==> config.mk <==
export PLATFORM = sky130hd
export DESIGN_NAME = uart_receiver
export DESIGN_NICKNAME = d
export VERILOG_FILES = /design/src/rtl/uart_pkg.sv /design/src/rtl/uart_rx_sync.sv /design/src/rtl/uart_receiver.sv
export SDC_FILE = /design/constraint.sdc
export NUM_CORES = 1
export LEC_CHECK = 0
export CELL_PAD_IN_SITES_DETAIL_PLACEMENT = 1
export CELL_PAD_IN_SITES_GLOBAL_PLACEMENT = 2
export CORE_MARGIN = 5
export CORE_UTILIZATION = 36
export DETAILED_ROUTE_END_ITERATION = 6
export PLACE_DENSITY = 0.75
export SYNTH_ARGS = -nofsm -noshare
export SYNTH_HDL_FRONTEND = slang
export SYNTH_SLANG_ARGS = --single-unit
==> constraint.sdc <==
create_clock -name sys_clk -period 2 [get_ports sys_clk]
set_input_delay 0.4 -clock sys_clk [delete_from_list [all_inputs] [get_ports sys_clk]]
set_output_delay 0.4 -clock sys_clk [all_outputs]
set_load 0.03 [all_outputs]
==> src/rtl/uart_pkg.sv <==
// Shared UART types and constants for the receiver, transmitter and clock generator.
package uart_pkg;
   localparam int UART_DATA_BITS          = 8;
   localparam int UART_OVERSAMPLE_DEFAULT = 16;

   typedef enum logic [2:0] {
      IDLE,
      START,
      DATA,
      PARITY,
      STOP,
      WAIT_HIGH
   } rx_state_e;
endpackage

==> src/rtl/uart_rx_sync.sv <==
// Multi-flop synchroniser for the asynchronous rx line; resets to the idle (high) level.
module uart_rx_sync #(
   parameter int SYNC_STAGES = 2
) (
   input  logic sys_clk,
   input  logic rst_n,
   input  logic d,
   output logic q
);
   logic [SYNC_STAGES-1:0] sync_q, sync_d;

   always_comb sync_d = {sync_q[SYNC_STAGES-2:0], d};

   always_ff @(posedge sys_clk or negedge rst_n) begin
      if (!rst_n) sync_q <= '1;
      else        sync_q <= sync_d;
   end

   assign q = sync_q[SYNC_STAGES-1];
endmodule

==> src/rtl/uart_receiver.sv <==
// Oversampling 8N1 UART receiver with single-cycle valid / error strobes.
// Define UART_RX_PARITY_EN to receive 8E1 frames and report parity errors.
module uart_receiver
   import uart_pkg::*;
#(
   parameter int OVERSAMPLE  = UART_OVERSAMPLE_DEFAULT,
   parameter int SYNC_STAGES = 2
) (
   input  logic       sys_clk,
   input  logic       rst_n,
   input  logic       rx_clk_en,
   input  logic       rx,
   output logic [7:0] rx_data,
   output logic       rx_valid,
   output logic       rx_frame_err,
   output logic       rx_parity_err,
   output logic       rx_busy
);
   localparam int TW = $clog2(OVERSAMPLE);
   localparam logic [TW-1:0] HALF_M1 = TW'(OVERSAMPLE/2 - 1);
   localparam logic [TW-1:0] LAST    = TW'(OVERSAMPLE - 1);

   logic rx_s;

   uart_rx_sync #(.SYNC_STAGES(SYNC_STAGES)) u_sync (
      .sys_clk (sys_clk),
      .rst_n   (rst_n),
      .d       (rx),
      .q       (rx_s)
   );

   rx_state_e                   state_q, state_d;
   logic [TW-1:0]               tick_q, tick_d;
   logic [2:0]                  bit_q, bit_d;
   logic [UART_DATA_BITS-1:0]   shreg_q, shreg_d;
   logic [UART_DATA_BITS-1:0]   data_q, data_d;
   logic                        valid_q, valid_d;
   logic                        ferr_q, ferr_d;
   logic                        busy_q, busy_d;
`ifdef UART_RX_PARITY_EN
   logic                        par_q, par_d;
   logic                        perr_q, perr_d;
`endif

   always_comb begin
      state_d = state_q;
      tick_d  = tick_q;
      bit_d   = bit_q;
      shreg_d = shreg_q;
      data_d  = data_q;
      valid_d = 1'b0;
      ferr_d  = 1'b0;
`ifdef UART_RX_PARITY_EN
      par_d   = par_q;
      perr_d  = 1'b0;
`endif
      if (rx_clk_en) begin
         unique case (state_q)
            IDLE: begin
               if (!rx_s) begin
                  state_d = START;
                  tick_d  = '0;
               end
            end
            START: begin
               // Re-check the line half a bit in to reject glitches.
               if (tick_q == HALF_M1) begin
                  tick_d  = '0;
                  bit_d   = '0;
                  state_d = rx_s ? IDLE : DATA;
               end else begin
                  tick_d = tick_q + 1'b1;
               end
            end
            DATA: begin
               if (tick_q == LAST) begin
                  tick_d  = '0;
                  shreg_d = {rx_s, shreg_q[UART_DATA_BITS-1:1]};
                  bit_d   = bit_q + 1'b1;
                  if (bit_q == 3'd7) begin
`ifdef UART_RX_PARITY_EN
                     state_d = PARITY;
`else
                     state_d = STOP;
`endif
                  end
               end else begin
                  tick_d = tick_q + 1'b1;
               end
            end
            PARITY: begin
`ifdef UART_RX_PARITY_EN
               if (tick_q == LAST) begin
                  tick_d  = '0;
                  par_d   = rx_s;
                  state_d = STOP;
               end else begin
                  tick_d = tick_q + 1'b1;
               end
`else
               state_d = IDLE;
`endif
            end
            STOP: begin
               // Returning to IDLE mid stop bit lets a back-to-back start bit be caught.
               if (tick_q == LAST) begin
                  tick_d = '0;
`ifdef UART_RX_PARITY_EN
                  perr_d = ^{shreg_q, par_q};
`endif
                  if (rx_s) begin
                     state_d = IDLE;
`ifdef UART_RX_PARITY_EN
                     if (!perr_d) begin
                        data_d  = shreg_q;
                        valid_d = 1'b1;
                     end
`else
                     data_d  = shreg_q;
                     valid_d = 1'b1;
`endif
                  end else begin
                     ferr_d  = 1'b1;
                     state_d = WAIT_HIGH;
                  end
               end else begin
                  tick_d = tick_q + 1'b1;
               end
            end
            WAIT_HIGH: begin
               if (rx_s) state_d = IDLE;
            end
            default: state_d = IDLE;
         endcase
      end
      busy_d = (state_d != IDLE);
   end

   always_ff @(posedge sys_clk or negedge rst_n) begin
      if (!rst_n) begin
         state_q <= IDLE;
         tick_q  <= '0;
         bit_q   <= '0;
         shreg_q <= '0;
         data_q  <= '0;
         valid_q <= 1'b0;
         ferr_q  <= 1'b0;
         busy_q  <= 1'b0;
`ifdef UART_RX_PARITY_EN
         par_q   <= 1'b0;
         perr_q  <= 1'b0;
`endif
      end else begin
         state_q <= state_d;
         tick_q  <= tick_d;
         bit_q   <= bit_d;
         shreg_q <= shreg_d;
         data_q  <= data_d;
         valid_q <= valid_d;
         ferr_q  <= ferr_d;
         busy_q  <= busy_d;
`ifdef UART_RX_PARITY_EN
         par_q   <= par_d;
         perr_q  <= perr_d;
`endif
      end
   end

   assign rx_data      = data_q;
   assign rx_valid     = valid_q;
   assign rx_frame_err = ferr_q;
   assign rx_busy      = busy_q;
`ifdef UART_RX_PARITY_EN
   assign rx_parity_err = perr_q;
`else
   assign rx_parity_err = 1'b0;
`endif
endmodule

* Yosys cells after proc, flatten, opt, wreduce, memory -nomap -nowiden
Cells that the tools add are included.
Storage, ports and cells: bits of input ports 4, register bits 31, output and inout bits 12, word-level logic and storage cells 55
Cells by class: reductions and logical operators 9, add/sub/neg operators 2, muxes and demuxes 25, equality and inequality tests 10
Operators with widths (count):
- 2-to-1 mux 3 bit | 10
- case mux 3 bit (5 select lines) | 1
- 2-to-1 mux 4 bit | 3
- case mux 4 bit (3 select lines) | 1
- equality test 3 bit (second input constant) | 3
- 2-to-1 mux 1 bit | 8
- AND reduction 4 bit | 2
- != test 2 bit (second input constant) | 3
- case mux 3 bit (2 select lines) | 1
- AND reduction 3 bit | 2
- nonzero test 3 bit | 2
- adder 4 x 1 -> 4 bit (second input constant) | 1
- equality test 4 x 3 -> 1 bit (second input constant) | 1
- equality test 4 bit (second input constant) | 1
- adder 3 x 1 -> 3 bit (second input constant) | 1
- equality test 3 x 1 -> 1 bit (second input constant) | 1
- equality test 3 x 2 -> 1 bit (second input constant) | 1
- zero test 3 bit | 1
- 2-to-1 mux 2 bit | 1
- nonzero test 2 bit | 1
- OR reduction 2 bit | 1

* Depth between registers and ports, before layout
word-level depth 6, gate-level depth with buffers 7, depth with buffers taken out 6

* By module
A second synthesis with hierarchy kept.
Second synthesis, totals: cell total of the unflattened synthesis 120, area total of the unflattened synthesis 1431.4 sq um
By module, submodules not included:
- uart_receiver | seq. area each 725.7 sq um, cells an instance 118, instances 1, area each 1378.8 sq um
- uart_rx_sync | seq. area each 52.6 sq um, cells an instance 2, instances 1, area each 52.6 sq um

* Least setup slack after synthesis
Ideal clock, no wire load.
kind register -> register, start reg tick_q[0], end reg busy_q (netlist: rx_busy), period minus slack after synthesis 1744 ps, library setup time 131 ps, setup slack 256 ps, data arrival time 1613 ps, required time 1869 ps, path buffers 0, cell stages (with the launch flop) 7, cell sequence dfrtp_1 ha_1 nand2_1 o21a_1 o221a_1 o31a_1 or3_1
On the way: word-level cells in the longest chain between the ends 5, elaborated cells between the ends (all ways) 8, classes of those cells eq/ne (2); mux (5); reduce/logical (1)
Ends and longest elaborated chain:
- start: declaration | line uart_receiver.sv:33 | logic [TW-1:0] tick_q, tick_d;
- start signal: assignment | line uart_receiver.sv:155 | tick_q <= tick_d;
- equality test 4 bit / equality test 4 x 3 -> 1 bit (equally long branches) | line uart_receiver.sv:76, uart_receiver.sv:106, uart_receiver.sv:67
- 2-to-1 mux 3 bit, on equally long branches | line uart_receiver.sv:106, uart_receiver.sv:67, uart_receiver.sv:76
- case mux 3 bit (5 select lines) * | line uart_receiver.sv:58 | unique case (state_q)
- 2-to-1 mux 3 bit * | line uart_receiver.sv:57 | if (rx_clk_en) begin
- nonzero test 3 bit * | line uart_receiver.sv:136 | busy_d = (state_d != IDLE);
- via busy_d | line uart_receiver.sv:39 | logic busy_q, busy_d;
- end signal: assignment | line uart_receiver.sv:161 | busy_q <= busy_d;
- end: declaration | line uart_receiver.sv:39
The timed path passes the listed nets; every way through them passes the cells marked *. A chain may end at the register's enable or synchronous reset.

* Worst setup path in the final report
Ends and elaborated chain as after synthesis.

==> reports/summary.md <==
The number of buffers added on ports works out to 14. Slack of the critical path: 0.1244 ns. Pin placement for this block handled 16 I/O pins. Summed over all nets, wire length on met3 after detailed routing comes to 156 um. The largest stage delay on the critical path works out to 0.37 ns.

Number of levels the H-tree was split into: 2. The tools report the capturing element type of the critical path as a flip-flop. The logs give 32 for the maximum number of pins on one net before global-route repair and 187 for the count of placed standard cells in the final layout, fillers left out. A synthesized cell averages 11.65 um2.

The fill cell instance count of the final layout was 401. By area, the combinational part of the netlist is dominated by multiplexers. The share of flip-flops with an asynchronous set or reset after synthesis was 1.000. The synthesized design spends more area on one cell type than any other, namely dfrtp_1.

The Yosys step of the flow raised 0 warnings. The worst slack at placement was 0.08533 ns. The run finished with clean final reports. VDD sags by at most 339.1 uV. Synthesis produced a netlist with a net count of 127. The logs give 4968 um for the global-route wire length before repair and 1689 um2 for the post-route cell area. The run gives 5 as the number of buffers inserted during clock tree synthesis. Counting tap cells, the placed design contains a total of 180 instances.

Data arrives at the worst endpoint at 2.04 ns. Summed over all nets, the half-perimeter wirelength after detailed placement is 2011 um. Summing every instance area after synthesis gives 1398 um2. After clock tree synthesis, the clock-pin slew on the worst setup and hold paths is 0.07 ns. The leading cell type in the layout, fill and taps excluded was dfrtp_1.

The first detailed-routing pass took 4 iterations. Max-cap violations in this run came to 0. The number of DRC markers after the initial detailed-route iteration was 41. Setup repair after global routing left no endpoint under its margin.

The fraction of the core area covered by cells at the end of the flow was 0.4545; the cell-internal power was 1.089 mW. The area share of the largest cell type after synthesis works out to 0.5192. For the placement row count, the log shows 22.

The run gives 0 as the number of diodes. The critical path startpoint category was a flip-flop. For the worst setup path, the data required time is 2.16 ns. In this run, synthesis produced a sequential element count of 31.

In the synthesized netlist the dominant register cell turns out to be dfrtp_1. After layout, the minimum clock period comes to 1.876 ns. The share of the synthesized netlist area taken by xor and xnor gates was 0.

The simple-gate share of the synthesized area works out to 0.1110. The areal power density over the cells was 918.2 nW/um2; the worst-skew pair later-pin latency was 0.28 ns. Setup violations remaining at the end of the flow were counted as 0. After synthesis, the cell types taking the most area are dfrtp_1 52%, mux2_1 8.1%, mux2_2 6.4%.

In the layout the commonest cells are 29 x dfrtp_1, 14 x clkdlybuf4s50_1, 10 x mux2_1. Hold repair after CTS inserted 0 buffers. Share of total power consumed by net switching: 0.2978. The logs give 0 for the number of antenna violations at the first check in global routing and 5228 um2 for the full die area. Compared with the post-synthesis result, the final layout area differs by 20.86%.

Final hold analysis gives a worst-case slack of 0.3570 ns. The portion of total power attributed to the clock network came out at 0.320. The post-synthesis share of cell area spent on full adders, half adders and majority gates works out to 0.02686.

Routability-driven placement finished with a final weighted congestion of 0.7750. Multi-input combinational cell area: 559.3 um2. The via-per-instance ratio came out at 5.198. Measured along the y axis, the die boundary spans 72.31 um. The tools report the routed length on met2 as 1251 um.

CTS placed an instance of clkbuf_8 at the clock tree root. In this run the cell area measured after placement is 1597 um2. For the sequential element share of the synthesized area, the log shows 0.5568. Type of the worst setup path: reg2reg.

The portion of netlist area occupied by mux cells was 0.1450. The via count of the first global-routing pass came out at 1062. Between clock sinks in the finished design, the worst skew comes to 0.007281 ns. The number of vias in the routed layout was 972; the leftover overflow at the end of global routing was 0.

The clock passes through at most 2 buffers. In the final routed layout, each cell accounts on average for 15.25 um. The design draws 1.551 mW.

TritonCTS built the clock tree. The tools report the number of pins with negative max-slew slack in the final report as 0. After detailed routing, the number of remaining DRC violations is 0. Routed signal wires occupy layers up through met4.

The final critical-path share of the clock period is 0.9378. The static leakage power came out at 0.8210 nW. The largest fanout on the critical path is 4, and the cell count after synthesis is 120.

The critical path's slowest cell is dfrtp_1. The tools report the final hold violation count as 0. The routed metal-1 wirelength came out at 1362 um. Walking the worst path, the cells encountered are ha_2 > nand2_1 > o21a_1 > o221a_1 > o31a_1 > or3_1. The analysis attributes to net switching a power of 0.4618 mW. Once detail routing completed, the nets flagged for antenna violations numbered 0. Compound-cell area share of the yosys netlist: 0.1110. At the end of the flow, the number of nets in the layout was 146. Total clock sinks: 31. After floorplanning, the core was sized to cover 3716 um2. The overall routing resource usage was 0.1270. Based on the critical path, the design can be clocked at up to 533.2 MHz.

Storage element area: 778.2 um2. The synthesized netlist contains 35 unique library cells. The tools report the combinational fraction of design power as 0.192. The relative contribution of sequential cells to total power is 0.488, and the share of post-route cells with drive strength above 1 is 0.1799. The number of enable flip-flop cells after synthesis is 0, and the starting utilization of the core area is 0.3761. Measured along the x axis, the die boundary spans 72.31 um. The logs give 0 ns for the sum of negative setup slack and 2852 um for the total wirelength of the detailed-routed design. In this run the worst hold path is classified as reg2reg.
[critical path: cells and delay by family (launching register included)]
kind | cells | cell delay (ns)
flip-flops | 1 | 0.37
adder cells (fa/ha/maj) | 1 | 0.21
AND/OR/NAND/NOR | 2 | 0.44
AO/OA/AOI/OAI | 3 | 0.73
[Yosys cell counts (3+ instances only)]
| cell | n |
|---|---|
| dfrtp_1 | 29 |
| and3_1 | 4 |
| buf_2 | 4 |
| a22o_1 | 3 |
| mux2_2 | 8 |
| nand2_1 | 10 |
| nor2_1 | 7 |
| nor3_1 | 3 |
| mux2_1 | 10 |
| a21oi_1 | 3 |
| o21ai_0 | 3 |
| ha_1 | 3 |
| inv_1 | 5 |
[worst paths after layout]
kind / startpoint / end / slack, ns / cells past startpoint
max: tick_q[0] / rx_busy / 0.12 / 6
min: u_sync.sync_q[0] / u_sync.sync_q[1] / 0.36 / 0
max reg2reg: tick_q[0] / rx_busy / 0.12 / 6
min reg2reg: u_sync.sync_q[0] / u_sync.sync_q[1] / 0.36 / 0
max in group asynchronous: rst_n / u_sync.sync_q[0] / 1.16 / 2
min in group asynchronous: rst_n / state_q[2] / 0.51 / 2
[layout make-up]
class | instances | area share
flip-flops and latches | 31 | 0.4607
multi-input cells | 76 | 0.3311
repair buffers | 20 | 0.1096
clock buffers | 6 | 0.04889
well taps | 48 | 0.03556
inverters | 5 | 0.01111
clock inverters | 1 | 0.002963
[flip-flops by register name (all words and copies together) (netlist names)]
| register | count |
|---|---|
| bit_q | 3 |
| rx_busy | 1 |
| rx_data | 8 |
| rx_frame_err | 1 |
| rx_valid | 1 |
| shreg_q | 8 |
| state_q | 3 |
| tick_q | 4 |
| u_sync.sync_q | 2 |
[metal layers]
| layer | track usage | vias to the layer above |
|---|---|---|
| met5 | 0 | - |
| met4 | 0.07307 | 0 |
| met3 | 0.04848 | 8 |
| met2 | 0.1790 | 22 |
| met1 | 0.1652 | 481 |
| li1 | - | 461 |
[cell families (layout without fill, tap and decap cells)]
family          after synthesis  in the layout
fa+ha+maj                     3              3
flops                        31             31
other cells                   1              1
compound gates               22             22
mux                          18             18
buf+inv                      13             32
simple gates                 32             32
[what timing repair did]
action                                  in CTS  in global routing
endpoints found under the setup margin       0                  9
resized for setup                            0                  2
setup buffers                                0                  0
[power by group through the flow]
stage / Sequential (mW) / Combinational (mW) / Clock, mW
5_1_grt: 0.768 / 0.343 / 0.544
3_3_place_gp: 0.760 / 0.287 / 0
4_1_cts: 0.756 / 0.298 / 0.516
6_report: 0.757 / 0.298 / 0.496
3_5_place_dp: 0.767 / 0.295 / 0
2_1_floorplan: 0.741 / 0.245 / 0
(Power assumes the default switching activity.)
